==> config.mk <==
export PLATFORM = sky130hd
export DESIGN_NAME = port_e
export DESIGN_NICKNAME = d
export VERILOG_FILES = /design/src/rtl/port_e_pkg.sv /design/src/rtl/port_e_pin_ovr.sv /design/src/rtl/port_e.sv
export SDC_FILE = /design/constraint.sdc
export NUM_CORES = 1
export LEC_CHECK = 0
export BUFFER_PORTS_ARGS = -buffer_cell sky130_fd_sc_hd__buf_2
export CAP_MARGIN = 30
export CELL_PAD_IN_SITES_DETAIL_PLACEMENT = 1
export CELL_PAD_IN_SITES_GLOBAL_PLACEMENT = 2
export CORE_UTILIZATION = 22
export CTS_CLUSTER_SIZE = 40
export DETAILED_ROUTE_END_ITERATION = 8
export PLACE_DENSITY_LB_ADDON = 0.1
export SETUP_SLACK_MARGIN = 0.4
export SLEW_MARGIN = 40
export SYNTH_ARGS = -nofsm -noshare
export SYNTH_HDL_FRONTEND = slang
export SYNTH_SLANG_ARGS = --single-unit
==> constraint.sdc <==
create_clock -name cp2 -period 2.1 [get_ports cp2]
set_input_delay 0.42 -clock cp2 [delete_from_list [all_inputs] [get_ports cp2]]
set_output_delay 0.42 -clock cp2 [all_outputs]
set_load 0.05 [all_outputs]
==> src/rtl/port_e_pkg.sv <==
// port_e_pkg: shared constants and types for the port E I/O block.
//   - I/O addresses of PINE / DDRE / PORTE
//   - pin index constants PE0..PE3
//   - override pair / per-pin override bundle structs
package port_e_pkg;

  localparam int NUM_PINS = 4;

  localparam logic [5:0] PINE_ADDR  = 6'h0C;
  localparam logic [5:0] DDRE_ADDR  = 6'h0D;
  localparam logic [5:0] PORTE_ADDR = 6'h0E;

  localparam int PE0 = 0;
  localparam int PE1 = 1;
  localparam int PE2 = 2;
  localparam int PE3 = 3;

  // One override: when oe is set, ov replaces the default value.
  typedef struct packed {
    logic oe;
    logic ov;
  } ovr_t;

  // Complete override set for one pin.
  typedef struct packed {
    ovr_t pu;
    ovr_t dd;
    ovr_t pv;
    ovr_t die;
  } pin_ovr_t;

endpackage

==> src/rtl/port_e_pin_ovr.sv <==
// port_e_pin_ovr: per-pin default/override mux.
//   i_ddr, i_port : DDRE / PORTE bit for this pin
//   i_pud, i_sleep: global pull-up disable / sleep
//   i_ovr         : alternate-function overrides for this pin
//   o_pu, o_dd, o_pv, o_die : final pull-up, direction, value, input enable
module port_e_pin_ovr
  import port_e_pkg::*;
(
  input  logic     i_ddr,
  input  logic     i_port,
  input  logic     i_pud,
  input  logic     i_sleep,
  input  pin_ovr_t i_ovr,
  output logic     o_pu,
  output logic     o_dd,
  output logic     o_pv,
  output logic     o_die
);

  logic w_pu_def;
  assign w_pu_def = ~i_ddr & i_port & ~i_pud;

  assign o_pu  = i_ovr.pu.oe  ? i_ovr.pu.ov  : w_pu_def;
  assign o_dd  = i_ovr.dd.oe  ? i_ovr.dd.ov  : i_ddr;
  assign o_pv  = i_ovr.pv.oe  ? i_ovr.pv.ov  : i_port;
  assign o_die = i_ovr.die.oe ? i_ovr.die.ov : ~i_sleep;

endmodule

==> src/rtl/port_e.sv <==
// port_e: 4-pin general purpose I/O port E with alternate-function overrides.
//   cp2/ireset            : clock, async active-low reset
//   IO_Addr/iore/iowe     : I/O bus address and strobes
//   dbus_in/dbus_out/out_en: write data, read data, read-data valid
//   pinE_i / DIE_o        : pad inputs / input-enable gated pad inputs
//   pu_E/dd_E/pv_E/die_E  : final per-pin pad controls
//   remaining inputs      : alternate-function (TWI1, SPI1, ACO, PCINT, ADC) controls
module port_e
  import port_e_pkg::*;
(
  input  logic                cp2,
  input  logic                ireset,
  input  logic [5:0]          IO_Addr,
  input  logic                iore,
  input  logic                iowe,
  input  logic [7:0]          dbus_in,
  output logic [7:0]          dbus_out,
  output logic                out_en,
  input  logic [NUM_PINS-1:0] pinE_i,
  output logic [NUM_PINS-1:0] DIE_o,
  output logic [NUM_PINS-1:0] pu_E,
  output logic [NUM_PINS-1:0] dd_E,
  output logic [NUM_PINS-1:0] pv_E,
  output logic [NUM_PINS-1:0] die_E,
  input  logic                PUD,
  input  logic                SLEEP,
  input  logic                RSTDISBL,
  input  logic                TWEN1,
  input  logic                SPE1,
  input  logic                MSTR,
  input  logic                SCK1_OUT,
  input  logic                SPI1_MT_OUT,
  input  logic                SCL1_OUT,
  input  logic                SDA1_OUT,
  input  logic                PCIE3,
  input  logic                aco_oe,
  input  logic                acompout,
  input  logic [1:0]          ADCxD,
  input  logic [NUM_PINS-1:0] PCINT
);

  logic [NUM_PINS-1:0] r_ddre, r_porte;
  logic [NUM_PINS-1:0] r_sync1, r_sync2;
  pin_ovr_t [NUM_PINS-1:0] w_ovr;
  logic w_spi_slv, w_spi_mst, w_pe0_oe;
  logic w_unused;

  // Inputs present for interface compatibility only.
  assign w_unused = ^{RSTDISBL, SCK1_OUT, dbus_in[7:4]};

  // Register writes; writing PINE toggles PORTE bits.
  always_ff @(posedge cp2 or negedge ireset) begin
    if (!ireset) begin
      r_ddre  <= '0;
      r_porte <= '0;
    end else if (iowe) begin
      case (IO_Addr)
        DDRE_ADDR:  r_ddre  <= dbus_in[NUM_PINS-1:0];
        PORTE_ADDR: r_porte <= dbus_in[NUM_PINS-1:0];
        PINE_ADDR:  r_porte <= r_porte ^ dbus_in[NUM_PINS-1:0];
        default: ;
      endcase
    end
  end

  // Two-flop synchronizer on the gated pad inputs.
  always_ff @(posedge cp2 or negedge ireset) begin
    if (!ireset) begin
      r_sync1 <= '0;
      r_sync2 <= '0;
    end else begin
      r_sync1 <= DIE_o;
      r_sync2 <= r_sync1;
    end
  end

  assign DIE_o = pinE_i & die_E;

  // Reads see register contents before any same-cycle write.
  always_comb begin
    out_en   = 1'b0;
    dbus_out = '0;
    if (iore) begin
      case (IO_Addr)
        PINE_ADDR:  begin out_en = 1'b1; dbus_out = {4'b0000, r_sync2}; end
        DDRE_ADDR:  begin out_en = 1'b1; dbus_out = {4'b0000, r_ddre};  end
        PORTE_ADDR: begin out_en = 1'b1; dbus_out = {4'b0000, r_porte}; end
        default: ;
      endcase
    end
  end

  assign w_spi_slv = SPE1 & ~MSTR;
  assign w_spi_mst = SPE1 & MSTR;
  assign w_pe0_oe  = TWEN1 | aco_oe;

  // Alternate-function override table.
  always_comb begin
    w_ovr = '0;
    // PE3: SPI1 data pin, PCINT27 / ADC7
    w_ovr[PE3].pu  = '{oe: w_spi_slv, ov: r_porte[PE3] & ~PUD};
    w_ovr[PE3].dd  = '{oe: w_spi_slv, ov: 1'b0};
    w_ovr[PE3].pv  = '{oe: w_spi_mst, ov: SPI1_MT_OUT};
    w_ovr[PE3].die = '{oe: (PCINT[PE3] & PCIE3) | ADCxD[1], ov: PCINT[PE3] & PCIE3};
    // PE2: SPI1 slave select, PCINT26 / ADC6
    w_ovr[PE2].pu  = '{oe: w_spi_slv, ov: r_porte[PE2] & ~PUD};
    w_ovr[PE2].dd  = '{oe: w_spi_slv, ov: 1'b0};
    w_ovr[PE2].pv  = '{oe: 1'b0, ov: 1'b0};
    w_ovr[PE2].die = '{oe: (PCINT[PE2] & PCIE3) | ADCxD[0], ov: PCINT[PE2] & PCIE3};
    // PE1: TWI1 clock
    w_ovr[PE1].pu  = '{oe: TWEN1, ov: r_porte[PE1] & ~PUD};
    w_ovr[PE1].dd  = '{oe: TWEN1, ov: 1'b1};
    w_ovr[PE1].pv  = '{oe: TWEN1, ov: SCL1_OUT};
    w_ovr[PE1].die = '{oe: PCINT[PE1] & PCIE3, ov: 1'b1};
    // PE0: TWI1 data or analog comparator output
    w_ovr[PE0].pu  = '{oe: w_pe0_oe, ov: r_porte[PE0] & ~PUD};
    w_ovr[PE0].dd  = '{oe: w_pe0_oe, ov: 1'b1};
    w_ovr[PE0].pv  = '{oe: w_pe0_oe, ov: (aco_oe & acompout) | (TWEN1 & SDA1_OUT)};
    w_ovr[PE0].die = '{oe: PCINT[PE0] & PCIE3, ov: 1'b1};
  end

  for (genvar n = 0; n < NUM_PINS; n++) begin : g_pin
    port_e_pin_ovr u_pin (
      .i_ddr   (r_ddre[n]),
      .i_port  (r_porte[n]),
      .i_pud   (PUD),
      .i_sleep (SLEEP),
      .i_ovr   (w_ovr[n]),
      .o_pu    (pu_E[n]),
      .o_dd    (dd_E[n]),
      .o_pv    (pv_E[n]),
      .o_die   (die_E[n])
    );
  end

endmodule

==> results of run 1 <==
## final timing paths
kind / start / endpoint / depth (start not counted)
max reg2reg: r_porte[2] / r_porte[2] / 3
max in group asynchronous: ireset / r_porte[2] / 1
min: ireset / r_sync1[2] / 1
min reg2reg: r_sync1[2] / r_sync2[2] / 0
min in group cp2: r_sync1[2] / r_sync2[2] / 0
max: IO_Addr[5] / out_en / 5
## per-layer routing
layer / track usage, % / up-vias / share of wire (%)
met2: 19.5 / 49 / 48
met1: 12.9 / 445 / 42
li1: - / 472 / -
met4: 3.92 / 0 / 1.2
met3: 2.92 / 4 / 8.7
met5: 0 / - / 0
## registers in the layout, indices dropped and copies added, names as in the netlist
| name | flops |
|---|---|
| r_sync1 | 4 |
| r_ddre | 4 |
| r_sync2 | 4 |
| r_porte | 4 |
## what timing repair did
item                       4_1_cts  5_1_grt
gates resized for setup         14       13
pin swaps                        2        4
cloned                           0        0
setup endpoints to repair        7       16
buffers inserted                 1        0
## final cells by class
class / instances / area share, %
Timing Repair Buffer: 63 / 26.5
Multi-Input combinational cell: 81 / 38.0
Tap cell: 67 / 5.56
Sequential cell: 16 / 26.5
Inverter: 3 / 0.746
Clock buffer: 3 / 2.74
## kinds of logic (layout without fill, tap and decap cells)
| group | Yosys count | count (layout) | share of synthesized area [%] |
|---|---|---|---|
| AND/OR/NAND/NOR | 51 | 51 | 23.5 |
| buffers and inverters | 26 | 69 | 16.7 |
| flip-flops | 16 | 16 | 37.1 |
| AO/OA/AOI/OAI | 15 | 15 | 11.4 |
| multiplexers | 11 | 11 | 10.9 |
| other | 1 | 4 | 0.348 |
## synthesized netlist by cell type
library cell               number
sky130_fd_sc_hd__buf_4         20
sky130_fd_sc_hd__dfrtp_1       16
sky130_fd_sc_hd__nor2_1        14
sky130_fd_sc_hd__nand2_1       12
sky130_fd_sc_hd__a21oi_1        6
sky130_fd_sc_hd__and2_1         6
sky130_fd_sc_hd__mux2_2         6
sky130_fd_sc_hd__nand3_1        6
sky130_fd_sc_hd__mux2i_1        5
sky130_fd_sc_hd__inv_1          3
sky130_fd_sc_hd__nor3b_1        3
sky130_fd_sc_hd__o21ai_2        3
sky130_fd_sc_hd__o311ai_2       3
sky130_fd_sc_hd__clkbuf_1       2
sky130_fd_sc_hd__nand2b_1       2
sky130_fd_sc_hd__nor2b_1        2
sky130_fd_sc_hd__o21ai_0        2
sky130_fd_sc_hd__or2_2          2
sky130_fd_sc_hd__or3_1          2
sky130_fd_sc_hd__a22oi_1        1
sky130_fd_sc_hd__and2b_1        1
sky130_fd_sc_hd__buf_6          1
sky130_fd_sc_hd__conb_1         1
sky130_fd_sc_hd__or3b_1         1
## report_power, final
part | internal (mW) | switching, mW | total, mW
Sequential | 0.331 | 0.0174 | 0.348
Combinational | 0.0999 | 0.205 | 0.305
Clock | 0.127 | 0.0973 | 0.224
Total | 0.557 | 0.320 | 0.877
## cell usage in the layout (no fill, tap or decap)
cell type	synthesis	final
sky130_fd_sc_hd__nor2b_1	2	1
sky130_fd_sc_hd__or3_1	2	1
sky130_fd_sc_hd__mux2_2	6	6
sky130_fd_sc_hd__a21oi_4	0	1
sky130_fd_sc_hd__nor3b_2	0	2
sky130_fd_sc_hd__o21ai_2	3	3
sky130_fd_sc_hd__and2b_1	1	1
sky130_fd_sc_hd__clkbuf_4	0	3
sky130_fd_sc_hd__or3_4	0	1
sky130_fd_sc_hd__a21oi_1	6	5
sky130_fd_sc_hd__buf_8	0	3
sky130_fd_sc_hd__or2_2	2	1
sky130_fd_sc_hd__mux2i_1	5	5
sky130_fd_sc_hd__a22oi_1	1	1
sky130_fd_sc_hd__nor3b_1	3	1
sky130_fd_sc_hd__buf_2	0	46
sky130_fd_sc_hd__o21ai_0	2	2
sky130_fd_sc_hd__conb_1	1	4
sky130_fd_sc_hd__inv_1	3	3
sky130_fd_sc_hd__nand2_1	12	12
sky130_fd_sc_hd__or2_4	0	1
sky130_fd_sc_hd__nor2_4	0	4
sky130_fd_sc_hd__clkbuf_8	0	3
sky130_fd_sc_hd__dfrtp_1	16	16
sky130_fd_sc_hd__nor2b_2	0	1
sky130_fd_sc_hd__buf_6	1	5
sky130_fd_sc_hd__or3b_4	0	1
sky130_fd_sc_hd__nand3_1	6	6
sky130_fd_sc_hd__and2_1	6	6
sky130_fd_sc_hd__nand2b_1	2	2
sky130_fd_sc_hd__o311ai_2	3	3
sky130_fd_sc_hd__nor2_1	14	10
sky130_fd_sc_hd__buf_4	20	6
## per-stage QoR
| stage | power, mW | setup WS (ps) |
|---|---|---|
| after detailed placement | 0.647 | 73.2 |
| after CTS | 0.884 | 165 |
| after global placement | 0.641 | 80.0 |
| after global routing | 0.927 | 158 |
| after floorplan | 0.597 | 255 |
| final | 0.877 | 183 |
## critical path, delay by kind of cell
| kind | cells | cell delay (ps) |
|---|---|---|
| buffers and inverters | 2 | 260 |
| AOI/OAI and AO/OA | 1 | 130 |
| and+or+nand+nor | 2 | 690 |
==> load_flow_metrics.sql, run 1 <==
INSERT INTO impl_metrics (metric_group, metric, value, unit) VALUES
('layout', 'multi_input_comb_area', '573', 'µm²'),
('timing', 'report.final.slew_viol_count', '0', ''),
('layout', 'finish.instance_area', '1510', 'µm²'),
('synth', 'synthTopCellsByArea', 'sky130_fd_sc_hd__dfrtp_1 37%, sky130_fd_sc_hd__buf_4 14%, sky130_fd_sc_hd__mux2_2 6.3%', ''),
('clock_network', 'hold_buf_count_cts', '0', ''),
('clock_network', 'clk_latency', '240', 'ps'),
('critical_path', 'crit_slowest_cell', 'sky130_fd_sc_hd__or3b_4', ''),
('power_and_ir_drop', 'power-per-cell-area', '581', 'nW/µm²'),
('critical_path', 'crit_type', 'primary input to primary output', ''),
('timing', 'totalNegativeSetupSlack', '0', 'ps'),
('critical_path', 'crit_path_end_kind', 'primary output', ''),
('clock_network', 'cts_tree', 'done', ''),
('floorplanning', 'row_count', '25', ''),
('routing', 'via_per_inst', '4.16', ''),
('synth', 'syn_inst', '120', ''),
('clock_network', 'clock_sink_count', '16', ''),
('placed_design', 'place_area', '1370', 'µm²'),
('floorplanning', 'ios', '70', ''),
('critical_path', 'worst_path_largest_cell_delay', '380', 'ps'),
('global_route', 'grt.overflow.total', '0', ''),
('job', 'max-cap-violations', '0', ''),
('hold_path', 'hold_wc_path_type', 'primary input to async pin', ''),
('clock_network', 'cts_buffers', '3', ''),
('critical_path', 'critPathMaxFanout', '5', ''),
('global_route', 'first_global_vias', '954', ''),
('synth', 'avgSynthCellArea', '8.99', 'µm²'),
('global_route', 'grt_start_max_net_pins', '17', ''),
('timing', 'final-setup-viol-count', '0', ''),
('synth', 'ys.warnings.count', '0', ''),
('placed_design', 'hpwlAfterDp', '2170', 'µm'),
('critical_path', 'critical_path_required', '1680', 'ps'),
('routing', 'remaining_drc_errors', '0', ''),
('clock_network', 'cts.reportedPaths.clkPinSlew', '60', 'ps'),
('synth', 'seq_area_frac_synth', '37.1', '%'),
('routing', 'postRouteWirelength', '2710', 'µm'),
('routing', 'via_count', '970', ''),
('routing', 'final_antenna_net_count', '0', ''),
('synth', 'synth_seq_cells', '16', ''),
('layout', 'synth_to_final_area_change', '39.9', '%'),
('floorplanning', 'core_area', '4720', 'µm²'),
('layout', 'layout.core_utilization', '31.9', '%'),
('critical_path', 'critical-path-top-cell-by-count', 'sky130_fd_sc_hd__buf_6', ''),
('critical_path', 'crit_path_cell_trace', 'buf_6, or3b_4, or2_4, a21oi_4, buf_6', ''),
('clock_network', 'clockRootBuffer', 'sky130_fd_sc_hd__clkbuf_8', ''),
('layout', 'register_area', '400', 'µm²'),
('routing', 'initialDrtViolationCount', '29', ''),
('clock_network', 'clock_tree.buffer_depth', '2', ''),
('timing', 'final.hold.worst_slack', '85.0', 'ps'),
('synth', 'synthDistinctLibCells', '24', ''),
('placed_design', 'buffer_ports.inserted', '59', ''),
('outcome', 'outcome', 'finished clean', ''),
('routing', 'firstDrtPassIters', '3', ''),
('layout', 'n_antenna_cell', '0', ''),
('global_route', 'grt_antenna_before_repair', '0', ''),
('synth', 'post_synthesis_cell_type_with_the_largest_combined_area', 'sky130_fd_sc_hd__dfrtp_1', ''),
('layout', 'layout.filler_cells', '571', ''),
('clock_network', 'htreeDepth', '1', ''),
('floorplanning', 'start_util', '22.8', '%'),
('timing', 'finalHoldViolCount', '0', ''),
('layout', 'fin_nets', '209', ''),
('floorplanning', 'die_y', '72.0', 'µm'),
('critical_path', 'cp.arrival', '1500', 'ps'),
('critical_path', 'regToRegSetupSlack', '1140', 'ps'),
('global_route', 'grt_first_pass_wirelength', '4440', 'µm'),
('timing', 'worst_clock_skew', '0.113', 'ps'),
('timing', 'post-route-period-util', '91.3', '%'),
('power_and_ir_drop', 'ir_worst_vdd', '0.216', 'mV'),
('global_route', 'grt_util_all_layers', '11.0', '%'),
('placed_design', 'gp_congestion', '0.684', ''),
('routing', 'wl_per_cell', '11.6', 'µm'),
('synth', 'synth.top_cell.area_share', '37.1', '%'),
('synth', 'mappedNetlistArea', '1080', 'µm²'),
('timing', 'grt_setup_unrepaired', 'true', ''),
('timing', 'fmax', '522', 'MHz'),
('timing', 'final.min_clock_period', '1920', 'ps'),
('floorplanning', 'die-area', '5190', 'µm²'),
('layout', 'finish.cell_count_without_fillers', '233', ''),
('layout', 'post_route_cells_drive_above_1_share', '54.2', '%'),
('placed_design', 'post-place-cells', '229', ''),
('critical_path', 'worstSetupStartpointType', 'primary input', ''),
('floorplanning', 'die_w', '72.0', 'µm'),
('power_and_ir_drop', 'power.leakage', '0.730', 'nW');
Note: power is estimated with default switching activity, not from simulation.
==> inputs of run 2 (changes only) <==
CTS_BUF_LIST = sky130_fd_sc_hd__clkbuf_16   (was default)
==> run 2 against run 1 <==
- critical path depth unchanged
- cell area up 1.8%
- hold slack better by 3.1 ps
- register-to-register slack about the same
- maximum frequency up 0.12%
- first-iteration DRC count up 34%
- total power up 16%
- utilization up 0.58 points
- critical path type unchanged
==> load_flow_metrics.sql, run 2 (synthesis gave the netlist of run 1 again) <==
INSERT INTO impl_metrics (metric_group, metric, value, unit) VALUES
('outcome', 'outcome', 'finished clean', ''),
('routing', 'firstDrtPassIters', '3', ''),
('timing', 'totalNegativeSetupSlack', '0', 'ps'),
('placed_design', 'buffer_ports.inserted', '59', ''),
('timing', 'fmax', '522', 'MHz'),
('clock_network', 'cts_tree', 'done', ''),
('timing', 'final.hold.worst_slack', '88.1', 'ps'),
('power_and_ir_drop', 'ir_worst_vdd', '0.235', 'mV'),
('timing', 'report.final.slew_viol_count', '0', ''),
('layout', 'synth_to_final_area_change', '42.5', '%'),
('power_and_ir_drop', 'proportion_of_total_power_due_to_net_switching', '33.2', '%'),
('layout', 'n_antenna_cell', '0', ''),
('timing', 'final.min_clock_period', '1910', 'ps'),
('critical_path', 'ff2ff_path_depth', '3', ''),
('timing', 'worst_slack', '185', 'ps'),
('timing', 'grt_setup_unrepaired', 'true', ''),
('placed_design', 'place_area', '1370', 'µm²'),
('job', 'max-cap-violations', '0', ''),
('routing', 'via_per_inst', '4.15', ''),
('global_route', 'grt_first_pass_wirelength', '4440', 'µm'),
('clock_network', 'cts_buffers', '3', ''),
('power_and_ir_drop', 'p_sw', '0.337', 'mW'),
('clock_network', 'clk_latency', '240', 'ps'),
('timing', 'post-route-period-util', '91.2', '%'),
('timing', 'final-setup-viol-count', '0', ''),
('critical_path', 'cp.arrival', '1490', 'ps'),
('floorplanning', 'die-area', '5190', 'µm²'),
('critical_path', 'critical_path_required', '1680', 'ps'),
('critical_path', 'crit_type', 'primary input to primary output', ''),
('global_route', 'grt_start_max_net_pins', '17', ''),
('routing', 'wl_per_cell', '11.7', 'µm'),
('power_and_ir_drop', 'power_frac_comb', '29.8', '%'),
('layout', 'post_route_cells_drive_above_1_share', '54.2', '%'),
('floorplanning', 'core_area', '4720', 'µm²'),
('hold_path', 'hold_wc_path_type', 'primary input to async pin', ''),
('routing', 'remaining_drc_errors', '0', ''),
('critical_path', 'critPathMaxFanout', '5', ''),
('critical_path', 'worstSetupStartpointType', 'primary input', ''),
('critical_path', 'crit_path_leading_delay_family', 'simple AND/OR/NAND/NOR gates', ''),
('layout', 'finish.cell_count_without_fillers', '233', ''),
('power_and_ir_drop', 'power', '1.02', 'mW'),
('critical_path', 'worst-path-buf-inv', '2', ''),
('layout', 'finish.instance_area', '1540', 'µm²'),
('layout', 'fin_nets', '209', ''),
('routing', 'final_antenna_net_count', '0', ''),
('power_and_ir_drop', 'power.leakage', '0.743', 'nW'),
('critical_path', 'worst-path-stages', '5', ''),
('layout', 'mostFrequentLayoutCell', 'sky130_fd_sc_hd__buf_2', ''),
('floorplanning', 'start_util', '22.8', '%'),
('placed_design', 'detailedPlace.worstSlack', '73.2', 'ps'),
('routing', 'via_count', '966', ''),
('clock_network', 'clock_sink_count', '16', ''),
('power_and_ir_drop', 'seqPwrFrac', '34.3', '%'),
('clock_network', 'clockRootBuffer', 'sky130_fd_sc_hd__clkbuf_16', ''),
('power_and_ir_drop', 'power-per-cell-area', '662', 'nW/µm²'),
('critical_path', 'crit_slowest_cell', 'sky130_fd_sc_hd__or3b_4', ''),
('placed_design', 'hpwlAfterDp', '2170', 'µm'),
('clock_network', 'cts.reportedPaths.clkPinSlew', '50', 'ps'),
('global_route', 'grt.overflow.total', '0', ''),
('critical_path', 'crit_path_end_kind', 'primary output', ''),
('global_route', 'grt_antenna_before_repair', '0', ''),
('critical_path', 'worst_path_largest_cell_delay', '380', 'ps'),
('timing', 'worst_clock_skew', '0.0751', 'ps'),
('layout', 'most-common-layout-cells', '47 x sky130_fd_sc_hd__buf_2, 16 x sky130_fd_sc_hd__dfrtp_1, 12 x sky130_fd_sc_hd__nand2_1, 10 x sky130_fd_sc_hd__nor2_1, 7 x sky130_fd_sc_hd__buf_4', ''),
('floorplanning', 'row_count', '25', ''),
('placed_design', 'gp_congestion', '0.684', ''),
('routing', 'initialDrtViolationCount', '39', ''),
('critical_path', 'critical-path-top-cell-by-count', 'sky130_fd_sc_hd__buf_6', ''),
('floorplanning', 'die_w', '72.0', 'µm'),
('routing', 'postRouteWirelength', '2720', 'µm'),
('global_route', 'grt_util_all_layers', '11.1', '%'),
('power_and_ir_drop', 'power.clock.fraction', '35.9', '%'),
('critical_path', 'regToRegSetupSlack', '1150', 'ps'),
('global_route', 'first_global_vias', '946', ''),
('placed_design', 'post-place-cells', '229', ''),
('clock_network', 'clock_tree.buffer_depth', '2', ''),
('clock_network', 'htreeDepth', '1', ''),
('floorplanning', 'ios', '70', ''),
('layout', 'layout.core_utilization', '32.5', '%'),
('floorplanning', 'die_y', '72.0', 'µm'),
('power_and_ir_drop', 'cellInternalPower', '0.679', 'mW'),
('critical_path', 'crit_path_cell_trace', 'buf_6, or3b_4, or2_4, a21oi_4, buf_6', ''),
('timing', 'finalHoldViolCount', '0', '');
[run 2: path summary, 6_finish.rpt]
path | start | to
worst min register to register | r_sync1[2] | r_sync2[2]
worst min-delay path | ireset | r_sync1[2]
min in group cp2 | r_sync1[2] | r_sync2[2]
max in group asynchronous | ireset | r_sync1[0]
worst max-delay path | IO_Addr[5] | out_en
worst max register to register | r_porte[2] | r_porte[2]
[run 2: routing by layer]
layer | part of all wire (%) | GRT usage (%)
met1 | 42 | 13.1
met2 | 47 | 19.3
met3 | 9.0 | 2.92
met4 | 1.2 | 3.92
met5 | 0 | 0
[run 2: final cells by class]
cell class | instances | area (µm²)
Fill cell | 570 | 3190
Tap cell | 67 | 83.8
Timing Repair Buffer | 63 | 393
Clock buffer | 3 | 75.1
Multi-Input combinational cell | 81 | 573
Sequential cell | 16 | 400
Inverter | 3 | 11.3
[run 2: power by group through the flow]
stage               Sequential [mW]  Clock, mW  Combinational [mW]
floorplan                     0.347          0               0.251
global placement              0.353          0               0.288
detailed placement            0.354          0               0.293
CTS                           0.349      0.373               0.300
global route                  0.352      0.387               0.324
finish                        0.349      0.365               0.303
[run 2: what timing repair did]
action | in CTS | in global routing
pin swaps | 2 | 4
setup endpoints to repair | 8 | 14
gates resized for setup | 15 | 10
buffers inserted | 1 | 0
hold buffers | 0 | 0
[run 2: worst reg2reg max path: stages (launching register included)]
cell and delay (ps):
sky130_fd_sc_hd__dfrtp_1 430, sky130_fd_sc_hd__and2b_1 210, sky130_fd_sc_hd__mux2i_1 110, sky130_fd_sc_hd__nand3_1 80
